--- config.mk ---
export PLATFORM = sky130hd
export DESIGN_NAME = fifo_wr_arbiter
export DESIGN_NICKNAME = d
export VERILOG_FILES = /design/src/rtl/fifo_wr_arbiter.sv
export SDC_FILE = /design/constraint.sdc
export NUM_CORES = 1
export LEC_CHECK = 0
export CAP_MARGIN = 10
export CORE_MARGIN = 2
export CORE_UTILIZATION = 25
export CTS_CLUSTER_DIAMETER = 150
export DETAILED_ROUTE_END_ITERATION = 8
export PLACE_DENSITY = 0.55
export SYNTH_ARGS = -nofsm -noshare
export SYNTH_HDL_FRONTEND = slang
export SYNTH_SLANG_ARGS = --single-unit
--- constraint.sdc ---
create_clock -name clk -period 8.3 [get_ports clk]
set_clock_uncertainty 0.05 [all_clocks]
set_input_delay 1.66 -clock clk [delete_from_list [all_inputs] [get_ports clk]]
set_output_delay 1.66 -clock clk [all_outputs]
set_load 0.1 [all_outputs]
--- src/rtl/fifo_wr_arbiter.sv ---
// Round-robin arbiter sharing one async-FIFO write port among NUM_REQ requesters.
// Define FIFO_ARB_BURST_EN to compile in burst locking (up to MAX_BURST beats per grant).
module fifo_wr_arbiter #(
  parameter int NUM_REQ    = 4,
  parameter int DATA_WIDTH = 8,
  parameter int MAX_BURST  = 4
) (
  input  logic                               clk,
  input  logic                               rst_n,
  input  logic [NUM_REQ-1:0]                 req,
  input  logic [NUM_REQ*DATA_WIDTH-1:0]      req_data,
  input  logic                               full,
  output logic [NUM_REQ-1:0]                 gnt,
  output logic                               wr_en,
  output logic [DATA_WIDTH-1:0]              data_in,
  output logic [$clog2(NUM_REQ)-1:0]         owner,
  output logic                               locked
);

  localparam int IDX_W = $clog2(NUM_REQ);
  localparam int CNT_W = $clog2(MAX_BURST + 1);

`ifdef FIFO_ARB_BURST_EN
  localparam bit BURST_EN = (MAX_BURST > 1);
`else
  localparam bit BURST_EN = 1'b0;
`endif

  localparam logic [0:0] IDLE   = 1'b0;
  localparam logic [0:0] LOCKED = 1'b1;

  logic [0:0]       state;
  logic [IDX_W-1:0] rr_ptr;
  logic [CNT_W-1:0] burst_cnt;
  logic [CNT_W-1:0] burst_next;

  logic             found;
  logic [IDX_W-1:0] pick;
  logic [IDX_W-1:0] cand;
  logic             gnt_valid;
  logic [IDX_W-1:0] gnt_idx;

  function automatic logic [IDX_W-1:0] next_idx(input logic [IDX_W-1:0] i);
    return (int'(i) == NUM_REQ - 1) ? '0 : i + IDX_W'(1);
  endfunction

  // First requesting index at or after rr_ptr, wrapping modulo NUM_REQ.
  always_comb begin
    found = 1'b0;
    pick  = '0;
    cand  = '0;
    for (int k = 0; k < NUM_REQ; k++) begin
      cand = IDX_W'((int'(rr_ptr) + k) % NUM_REQ);
      if (!found && req[cand]) begin
        found = 1'b1;
        pick  = cand;
      end
    end
  end

  always_comb begin
    gnt_valid = 1'b0;
    gnt_idx   = '0;
    if (rst_n) begin
      if (state == LOCKED) begin
        gnt_valid = req[owner] && !full;
        gnt_idx   = owner;
      end else begin
        gnt_valid = found && !full;
        gnt_idx   = pick;
      end
    end
  end

  assign gnt        = gnt_valid ? (NUM_REQ'(1) << gnt_idx) : '0;
  assign wr_en      = |gnt;
  assign data_in    = gnt_valid ? req_data[gnt_idx*DATA_WIDTH +: DATA_WIDTH] : '0;
  assign locked     = (state == LOCKED);
  assign burst_next = burst_cnt + CNT_W'(1);

  always_ff @(posedge clk) begin
    if (!rst_n) begin
      state     <= IDLE;
      rr_ptr    <= '0;
      owner     <= '0;
      burst_cnt <= '0;
    end else begin
      case (state)
        IDLE: begin
          if (gnt_valid) begin
            if (BURST_EN) begin
              state     <= LOCKED;
              owner     <= gnt_idx;
              burst_cnt <= CNT_W'(1);
            end else begin
              rr_ptr <= next_idx(gnt_idx);
            end
          end
        end
        LOCKED: begin
          // A dropped request ends the burst; a full stall just holds everything.
          if (!req[owner]) begin
            state     <= IDLE;
            rr_ptr    <= next_idx(owner);
            owner     <= '0;
            burst_cnt <= '0;
          end else if (!full) begin
            if (burst_next == CNT_W'(MAX_BURST)) begin
              state     <= IDLE;
              rr_ptr    <= next_idx(owner);
              owner     <= '0;
              burst_cnt <= '0;
            end else begin
              burst_cnt <= burst_next;
            end
          end
        end
        default: state <= IDLE;
      endcase
    end
  end

endmodule

* Yosys cells after proc, flatten, opt, wreduce, memory -nomap -nowiden *
Cells that the tools add are included.

storage, ports and cells
  register bits = 8
  bits in latches = 0
  bits in writable memories = 0
  bits in read-only memories = 0
  bits of input ports = 39
  output and inout port bits = 16
  word-level logic and storage cells = 79
  memories kept = 0

cells by class
  add/subtract/negate cells = 6
  multipliers = 0
  divide/modulo/power cells = 0
  magnitude comparators = 5
  equal/unequal tests = 8
  shifts and indexed selects = 2
  mux-type cells = 39
  bitwise gates (word level) = 1
  reductions and logical operators = 14

operators by type and width
  kind                                                number
  indexed part select 32 x 6 -> 8 bit                 1
  2-to-1 mux 2 bit                                    15
  < comparator 2 x 3 -> 1 bit, second input constant  5
  2-to-1 mux 1 bit                                    13
  binary-select mux 1 bit (select 2 bit)              5
  2-to-1 mux 3 bit                                    3
  AND reduction 3 bit                                 3
  2-to-1 mux 8 bit                                    1
  adder 2 x 1 -> 2 bit, second input constant         3
  logical AND 1 bit                                   5
  adder 2 bit, second input constant                  2
  == test 2 x 1 -> 1 bit, second input constant       2
  logical NOT 1 bit                                   4
  2-to-1 mux 4 bit                                    1
  != test 2 bit, second input constant                2
  one-hot mux 2 bit (2 select lines)                  1
  OR reduction 4 bit                                  1
  << shifter 1 x 2 -> 4 bit, first input constant     1
  adder 3 x 1 -> 3 bit, second input constant         1
  == test 3 bit, second input constant                1
  != test 3 x 2 -> 1 bit, second input constant       1
  != test 3 bit, second input constant                1
  != test 2 x 1 -> 1 bit, second input constant       1
  AND reduction 2 bit                                 1
  NOT 1 bit                                           1

* Logic depth before layout (Yosys ltp) *
  depth after elaboration = 18
  depth in mapped cells = 8
  depth with buffers taken out = 7

* Least setup slack after synthesis *
Ideal clock, no wire load.

  kind = input -> output
  start = input port req[2]
  end = output port data_in[3]
  data arrival time = 4.991 ns
  required time = 6.590 ns
  path slack = 1.599 ns
  stages = 6
  buffers on the path = 1
  cells stage by stage = nor2b_1 -> o21bai_1 -> a211o_1 -> buf_6 -> mux2_4 -> a222oi_1

on the way
  longest elaborated chain between the ends = 16
  elaborated cells on any way between the ends = 32
  those cells by class = shift: 1; mux: 23; reduce/logical: 8

RTL lines
  item                                                                     line    text
  start, declared                                                          10      input logic [NUM_REQ-1:0] req,
  binary-select mux 1 bit (select 2 bit)                                   54      if (!found && req[cand]) begin
  2-to-1 mux 1 bit (implied by the code)                                   54
  2-to-1 mux 1 bit                                                         54
  logical NOT 1 bit                                                        54
  logical AND 1 bit                                                        54
  2-to-1 mux 1 bit                                                         54
  logical NOT 1 bit                                                        54
  logical AND 1 bit                                                        54
  2-to-1 mux 1 bit                                                         54
  logical NOT 1 bit                                                        54
  logical AND 1 bit                                                        54
  2-to-1 mux 2 bit or 2-to-1 mux 1 bit (tied branches)                     54
  2-to-1 mux 2 bit or logical AND 1 bit (tied branches)                    65, 69
  2-to-1 mux 2 bit or 2-to-1 mux 1 bit (tied branches)                     64, 65
  indexed part select 32 x 6 -> 8 bit or 2-to-1 mux 1 bit (tied branches)  77, 64
  2-to-1 mux 8 bit *                                                       77      assign data_in = gnt_valid ? req_data[gnt_idx*DATA_WIDTH +: DATA_WIDTH] : '0;
  end, declared                                                            15      output logic [DATA_WIDTH-1:0] data_in,

Mark *: on every way between the ends. The rest lies on a longest branch, timed or not. The select of a mux whose other input is x is not followed.

* Worst setup path in the final report *
  start = input port req[2]
  end = output port wr_en

on the way
  longest elaborated chain between the ends = 17
  elaborated cells on any way between the ends = 33
  those cells by class = shift: 1; mux: 23; reduce/logical: 9

RTL lines
  item                                                           line    text
  binary-select mux 1 bit (select 2 bit)                         54
  2-to-1 mux 1 bit (implied by the code)                         54
  2-to-1 mux 1 bit                                               54
  logical NOT 1 bit                                              54
  logical AND 1 bit                                              54
  2-to-1 mux 1 bit                                               54
  logical NOT 1 bit                                              54
  logical AND 1 bit                                              54
  2-to-1 mux 1 bit                                               54
  logical NOT 1 bit                                              54
  logical AND 1 bit                                              54
  2-to-1 mux 2 bit or 2-to-1 mux 1 bit (tied branches)           54
  2-to-1 mux 2 bit or logical AND 1 bit (tied branches)          65, 69
  2-to-1 mux 2 bit or 2-to-1 mux 1 bit (tied branches)           64, 65
  << shifter 1 x 2 -> 4 bit or 2-to-1 mux 1 bit (tied branches)  75, 64
  2-to-1 mux 4 bit *                                             75      assign gnt = gnt_valid ? (NUM_REQ'(1) << gnt_idx) : '0;
  OR reduction 4 bit *                                           76      assign wr_en = |gnt;
  end, declared                                                  14      output logic wr_en,

Marks and branches as above.

==> results by group <==
Setup path
  – Worst reg2reg setup slack: 6330 ps
  – Setup crit end kind: primary output
  – CP dominant cell by count: clkdlybuf4s50_1
  – CP Launch Type: input pin
  – Critical Path RT: 6590 ps
  – Critical Path Fanout Max: 10
  – CP max stage delay: a little under 1000 ps
  – Slowest-stage cell, CP: clkdlybuf4s50_1
  – R2R Path Start: rr_ptr[0]$_SDFFE_PN0P_
  – CP cell instances: clkdlybuf4s50_1 -> nor2b_1 -> o21bai_1 -> a211o_1 -> nor2_1 -> inv_1 -> ha_1 -> o41a_2 -> clkdlybuf4s50_1
  – Crit path DAT: 4950 ps
  – RR Endpoint: rr_ptr[1]$_SDFFE_PN0P_
  – Buf/Inv on CP: 3
  – R2r worst-path depth: 7
  – Worst path top cell family by delay: buffers and inverters
  – Setup Crit Path Kind: in2out

Clock tree
  – CTS Sinks: 6
  – Post-cts resize count: 0
  – Post-CTS setup buffer count: 0
  – Clk_lat worst skew: approximately 230 ps
  – Hold buffer count at CTS: 0
  – CTS root buffer: clkbuf_4
  – Clock slew at reported path FFs: 40 ps
  – CTS tree: done
  – H-Tree Depth: 1
  – CTS max path bufs: 2
  – CTS Buf Count: 3

Placement
  – Placed Instances: 219
  – RePlAce Congestion: 0.799
  – Port bufs: 52
  – Hpwl dp: 2350 um

Global route
  – GRT overflow: 0
  – Tot GR Track Use: 14.0%
  – Initial antenna violation count: 0
  – Largest net degree at the start of global routing: 14
  – Vias in the first global route: 1,029
  – First-pass GRT wire length: 4600 um

Power
  – Peak VDD IR: 63.3 uV
  – Lkg Pwr: between 0.5 and 0.6 nW
  – Pwr Density: 107 nW/um2

Floorplan
  – Die Y-Extent: around 64 um
  – Io pins: 55
  – Die area: 4150 um2
  – Num rows: 21
  – Die Width: 64.4 um
  – Starting Density: 26.7%
  – Total core area: ~3400 um2

Cells and area
  – Antenna Cells: 0
  – Most frequent cells in the layout: clkdlybuf4s50_1 (52), inv_1 (20), nand2_1 (13)
  – Layout area overhead: 60.3%
  – Layout cells sized above 1: approximately 8.5%
  – Fill cells: about 360
  – Most common cell after layout, fill and taps aside: clkdlybuf4s50_1
  – Layout Nets: 223
  – Cell Count, Final, Fillers Out: 222

Logic synthesis
  – Synth Warn #: 0
  – Mapped Cells: between 100 and 150
  – Seq/Total Area, Yosys: 13.2%
  – Mapped Area: 913 um2
  – Distinct cells, synth: 38
  – Mapped Avg Cell Area: 7.25 um2
  – Synth Register Bits: 6

Timing
  – Achievable frequency: roughly 150 MHz
  – Tcrit/Tclk final: between 80% and 90%
  – Final hold violations: 0
  – Setup_tns: 0 ps
  – Hold WS: 434 ps
  – Max-slew violations: 0
  – Tmin final: 6660 ps
  – Worst-Margin Slew: 984 ps
  – RSZ-0062 raised after global routing: no
  – Slew headroom: 34.2%
  – Setup violators final: 0

Drt
  – Drt pass-1 iters: 4
  – Drt wl/cell: 13.0 um
  – Iter 0 DRT Violations: ~110
  – Final ANT Viol Nets: 0
  – DR vias/cell: 4.84
  – DRC viols: 0
  – Post-Route WL: ~2900 um
  – Total vias in the final route: 1,074

Run
  – Max-Cap Viols: 0

Hold path
  – Hold Path Sink: rr_ptr[0]$_SDFFE_PN0P_
  – Class of the worst hold path: reg2reg
  – Hold path depth: 2
  – Min-delay src: rr_ptr[0]$_SDFFE_PN0P_

Run status
  – Status: finished clean
[layout make-up]
class / instances / area [um2] / share of cell area (%)
repair buffers: 52 / 520 / 35.6
inverters: 22 / 82.6 / 5.64
well taps: 46 / 57.6 / 3.93
flip-flops and latches: 6 / 120 / 8.21
clock buffers: 3 / 22.5 / 1.54
multi-input cells: 93 / 661 / 45.1
[cell usage after synthesis, drive strengths merged]
master / n / share of area (%)
mux2: 8 / 10
a211oi: 1 / 0.82
a211o: 1 / 0.96
or2: 1 / 0.69
nor3b: 1 / 0.82
nor2b: 2 / 1.4
nand2: 13 / 5.3
o22ai: 1 / 0.69
o41ai: 1 / 0.96
nor4: 1 / 1.4
conb: 1 / 0.41
buf: 6 / 5.9
and2: 4 / 2.7
o21ai: 3 / 1.6
a21o: 1 / 0.82
a2111oi: 1 / 3.0
nor2: 12 / 4.9
o21bai: 1 / 0.82
o41a: 1 / 1.4
ha: 6 / 8.2
a222oi: 8 / 8.8
nor3: 4 / 2.7
xnor2: 1 / 0.96
a311oi: 1 / 0.96
dfxtp: 6 / 13
nand3: 8 / 4.4
inv: 22 / 9.0
a221oi: 1 / 0.96
nand2b: 3 / 2.1
a21oi: 4 / 2.2
a22oi: 2 / 1.6
[per-layer routing]
metal / vias up / GRT usage (%) / wire length, um
li1: 544 / - / -
met1: 474 / 17.5 / 1260
met2: 52 / 24.0 / 1300
met3: 4 / 3.13 / 293
met4: 0 / 3.72 / 21
met5: - / 0 / 0
[report_power, final]
part	internal [mW]	leakage, nW	switching, mW
Combinational	0.0363	0.535	0.0653
Sequential	0.0298	0.0487	0.000804
Clock	0.0162	0.0138	0.00893
Total	0.0823	0.598	0.0750
[state kept, by name (all words and copies together) (netlist names)]
signal	cells
locked	1
rr_ptr	2
burst_cnt	3
[logic make-up (layout without fill, tap and decap cells)]
| family | after synthesis | in the layout | share of synthesized area [%] |
|---|---|---|---|
| flops | 6 | 6 | 13.2 |
| other cells | 1 | 2 | 0.411 |
| simple gates | 49 | 49 | 26.4 |
| mux | 8 | 8 | 10.3 |
| xor+xnor | 1 | 1 | 0.959 |
| fa+ha+maj | 6 | 6 | 8.22 |
| buf+inv | 28 | 77 | 14.9 |
| compound gates | 27 | 27 | 25.6 |
[worst register-to-register path, stage by stage (launching register included)]
cell and delay (ps):
dfxtp_1 330, nor2b_1 60, o21bai_1 160, a211o_1 480, nor2_1 260, ha_1 280
a22oi_1 170, nor2_1 60
[worst max path at each step]
stage / to / depth (start not counted) / slack, ps / start
floorplan: data_in[3] / 6 / 1600 / req[2]
global placement: wr_en / 9 / 1670 / req[2]
detailed placement: wr_en / 9 / 1630 / req[2]
CTS: wr_en / 9 / 1620 / req[2]
global route: wr_en / 9 / 1490 / req[0]
finish: wr_en / 9 / 1640 / req[2]
[per-stage QoR]
| stage | total power, mW | setup WS, ps | area (um2) | utilization, % |
|---|---|---|---|---|
| after floorplan | 0.101 | 1600 | 917 | - |
| after global placement | 0.132 | 1670 | 1440 | 42.2 |
| after detailed placement | 0.133 | 1630 | 1440 | 42.2 |
| after CTS | 0.160 | 1620 | 1460 | 42.9 |
| after global routing | 0.167 | 1490 | 1460 | 42.9 |
| final | 0.157 | 1640 | 1460 | 42.9 |
Note: power is estimated with default switching activity, not from simulation.
==> RTL change 1 (same settings) <==
The parameter `DATA_WIDTH` goes from 8 to 9.
--- a/src/rtl/fifo_wr_arbiter.sv
+++ b/src/rtl/fifo_wr_arbiter.sv
@@ -4,3 +4,3 @@
   parameter int NUM_REQ    = 4,
-  parameter int DATA_WIDTH = 8,
+  parameter int DATA_WIDTH = 9,
   parameter int MAX_BURST  = 4
Ports: changed (resized data_in and req_data); port bits go from 55 to 60. No check against the original RTL was run, so the function may have changed too.
==> RTL change 1 against the original RTL <==
- critical endpoint is now data_in[7]
- highest routed layer unchanged
- area after synthesis is 11% higher
- routed wire length is 2.4% higher
- critical path type unchanged
- final area is 12% higher
- setup slack worse by 0.086 ns
- sequential cell count stayed put
- clock power is 67% higher
- power is 20% higher
- sequential share of layout area is 0.88 points lower
- die area is 11% higher
==> RTL change 1: results (changes against the original RTL) <==
Synth
  – Seq/Total Area, Yosys: 0.118 (-0.0133)
  – Commonest cells in the netlist: inv_1, nand2_1, nor2_1
  – Synthesized area per cell: 7.42 um^2 (+2.3%)
  – Yosys cell types: 40 (+5.3%)

Route
  – WL met3: 285 um (-2.7%)
  – Total Wirelength: 2950 um (+2.4%)
  – Pre-antenna DRT Iters: 5 (+1)
  – Met2 wire len: 1360 um (+4.6%)
  – Routed wire length per instance: 12.3 um (-5.3%)
  – Initial drt markers: 55 (-48%)

Place
  – Port bufs: 57 (+9.6%)
  – Placer Congestion: 0.852 (+6.6%)

Layout
  – Seq_cells: 6 (unchanged)
  – Fin nets: 241 (+8.1%)
  – Final core occ: 0.416 (-0.0125)
  – ClkCell Share: 0.0252 (+0.00979)
  – Comb_multi_in: 101 (+8.6%)
  – Non-clk bufs: 57 (+9.6%)
  – Non-clk invs: 23 (+4.5%)
  – Fill cells: 401 (+13%)

Critical path
  – Max incr delay on CP: 1.19 ns (+0.22 ns)
  – Critical path endpoint: data_in[7]

Global routing
  – GR Util met1: 0.151 (-0.0244)
  – Met2 usage: 0.235 (-0.00429)
  – Global-route wire length before repair: 4600 um (-0.15%)

Run status
  – Run status: completed

Timing
  – Hold slack: 0.422 ns (-0.0119 ns)

Power
  – Leakage power: 0.706 nW (+18%)
  – Peak supply drop: 0.0732 mV (+16%)

Hold path
  – Worst Hold Launch: burst_cnt[1]$_SDFFE_PN0P_
==> RTL change 1: changes by cell type after synthesis, moves of 2 or more <==
cell      unedited run  this run
mux2_4               1         7
nand2_1             13        19
mux2_2               5         2
a22oi_1              2         0
buf_4                2         4
buf_6                3         1
clkbuf_1             0         2
inv_1               20        22
mux2_1               2         0
nand3_1              8        10
==> RTL change 1: where the power goes <==
group | total, W | leakage, nW | switching (W) | internal, W
clock network | 0.0000421 | 0.0216 | 0.0000111 | 0.0000310
registers | 0.0000310 | 0.0487 | 0.00000113 | 0.0000299
logic | 0.000115 | 0.636 | 0.0000724 | 0.0000430
total | 0.000188 | 0.706 | 0.0000846 | 0.000104
==> RTL change 1: cells by family after synthesis <==
group	synth area share
simple gates	0.281
xor+xnor	0.00862
mux	0.126
compound gates	0.251
flops	0.118
fa+ha+maj	0.0739
other cells	0.00369
buf+inv	0.138
==> RTL change 2 (config.mk and constraints unchanged) <==
Without the edit above. Reset style: asynchronous (`rst_n`), changed in one clocked block.
--- a/src/rtl/fifo_wr_arbiter.sv
+++ b/src/rtl/fifo_wr_arbiter.sv
@@ -80,3 +80,3 @@
 
-  always_ff @(posedge clk) begin
+  always_ff @(posedge clk or negedge rst_n) begin
     if (!rst_n) begin
Formal check against the unedited RTL: no difference found for any inputs over 4 cycles, from zero or initial values and one cycle with rst_n low; that may be too few to reach the edited logic, so the function may still have changed.
==> RTL change 2 against the original RTL <==
- setup slack got worse by 0.12 ns
- final area up 2.6%
- global-route usage shrank 1.2 points
- routed wire length down 11%
- via count fell by 13%
- first-iteration DRC count shrank 69%
- sequential cell count unchanged
- power up 29%
- register-to-register slack worse by 0.20 ns
- fmax fell by 1.7%
- area after synthesis up 0.55%
==> RTL change 2: results (changes against the original RTL) <==
Run status
  – Run status: completed

Place
  – Placed cell count: 193 (-12%)
  – Port bufs: 52 (unchanged)
  – Placer Congestion: 0.645 (-19%)
  – Placed inst area: 0.00146 mm^2 (+1.3%)
  – HPWL after DPL: 2100 um (-11%)
  – Pre-CTS WS: 1.48 ns (-0.146 ns)

Route
  – Pre-antenna DRT Iters: 4 (unchanged)
  – Initial drt markers: 33 (-69%)
  – Total Wirelength: 2570 um (-11%)
  – Final routed DRC violation total: 0 (unchanged)
  – Routed wire length per instance: 13.1 um (+1.1%)
  – DR vias: 934 (-13%)

Clocking
  – Root Buffer: clkbuf_8
  – Clock latency on the worst-skew pair: 0.22 ns
  – CTS Buf Count: 3 (unchanged)
  – H-Tree Depth: 1 (unchanged)
  – Max clock buf depth: 2 (unchanged)
  – Reg clk slew, reported paths: 0.03 ns
  – Cts repair resizes: 0 (unchanged)
  – Post-CTS setup buffer count: 0 (unchanged)

Global routing
  – Global-route wire length before repair: 4130 um (-10%)
  – Pin count of the biggest net entering global routing: 13 (-1)
  – Initial antenna violation count: 0 (unchanged)
  – Number of global-route vias before repair: 938 (-8.8%)
  – Total GRT Usage: 0.127 (-0.0122)

Critical path
  – Critical Path Fanout Max: 12 (+2)
  – WP data arrival: 5.07 ns (+0.12 ns)

Synth
  – Main synth FF type: dfrtp_1
  – Synthesized area per cell: 9.37 um^2 (+29%)
  – Top cells by area, synth: mux2i_1, dfrtp_1, o22ai_2, ha_1, buf_4
  – Async set-reset flop share out of synthesis: 1.00 (+1.00)
  – Commonest cells in the netlist: mux2i_1, o22ai_2
  – Seq/Total Area, Yosys: 0.163 (+0.0320)
  – Yosys cell types: 34 (-11%)
  – Yosys Warn Count: 0 (unchanged)

Timing
  – Least-Margin Pin Slew: 0.985 ns (+0.00100 ns)

Layout
  – Ant diodes: 0 (unchanged)
  – Largest register FFs: 3 (unchanged)
  – Fill cells: 367 (+3.1%)
  – Share of cells above drive strength 1: 0.115 (+0.0296)
  – Largest reg by FF count: burst_cnt
  – Fin nets: 195 (-13%)

Power
  – Leakage power: 0.625 nW (+4.5%)
  – Peak supply drop: 0.0650 mV (+2.8%)

Hold path
  – Hold Path Class: flop to flop
[RTL change 2: cell types whose count changed after synthesis, moves of 7 or more]
cell | unedited run | this run
mux2i_1 | 0 | 17
nand3_1 | 8 | 0
a222oi_1 | 8 | 0
o22ai_2 | 0 | 8
nand2_1 | 13 | 6
nor2_1 | 12 | 3
inv_1 | 20 | 6
[RTL change 2: area by class of cell]
class                   instances  share of cell area
flip-flops and latches          6               0.100
well taps                      48              0.0400
repair buffers                 52               0.347
clock buffers                   3              0.0275
multi-input cells              80               0.465
inverters                       7              0.0208
[RTL change 2: cells by family (layout without fill, tap and decap cells)]
group / Yosys count / after routing / synth area share
muxes: 18 / 18 / 0.198
adders and majority gates: 6 / 6 / 0.0817
AOI/OAI and AO/OA: 24 / 24 / 0.248
xor gates and xnor gates: 1 / 1 / 0.00954
buffers and inverters: 13 / 62 / 0.0804
DFF: 6 / 6 / 0.163
and+or+nand+nor: 29 / 29 / 0.215
other: 1 / 2 / 0.00408
[RTL change 2: through the flow]
| step | util | hold WS (ns) |
|---|---|---|
| 2_1_floorplan | - | 0.480 |
| 3_3_place_gp | 0.405 | 0.500 |
| 3_5_place_dp | 0.405 | 0.511 |
| 4_1_cts | 0.416 | 0.522 |
| 5_1_grt | 0.416 | 0.544 |
| 6_report | 0.416 | 0.518 |
[RTL change 2: layer usage]
layer / vias up / GRT usage / wire length (um)
li1: 459 / - / -
met1: 418 / 0.130 / 993
met2: 53 / 0.236 / 1230
met3: 4 / 0.0521 / 317
met4: 0 / 0.0399 / 24
met5: - / 0 / 0
[RTL change 2: power by group]
group / switching (W) / total, W / internal [W] / leakage (nW)
clock network: 0.0000129 / 0.0000441 / 0.0000312 / 0.0216
registers: 0.00000453 / 0.0000365 / 0.0000320 / 0.0634
logic: 0.0000734 / 0.000123 / 0.0000497 / 0.540
[RTL change 2: final timing paths]
path	startpoint	endpoint	slack, ns	cells after the start
min in group asynchronous	rst_n	burst_cnt[0]$_DFFE_PN0P_	1.66	1
max in group asynchronous	rst_n	burst_cnt[1]$_DFFE_PN0P_	6.27	1
min reg2reg	burst_cnt[1]$_DFFE_PN0P_	burst_cnt[1]$_DFFE_PN0P_	0.52	1
max reg2reg	rr_ptr[1]$_DFFE_PN0P_	rr_ptr[1]$_DFFE_PN0P_	6.13	7
max	rst_n	wr_en	1.52	6
min	burst_cnt[1]$_DFFE_PN0P_	burst_cnt[1]$_DFFE_PN0P_	0.52	1
[RTL change 2: critical path, stage by stage]
cell	delay, ns
clkdlybuf4s50_1	0.68
nor2b_1	0.25
nand4b_1	0.61
ha_1	0.49
o41a_1	0.39
clkdlybuf4s50_1	0.97
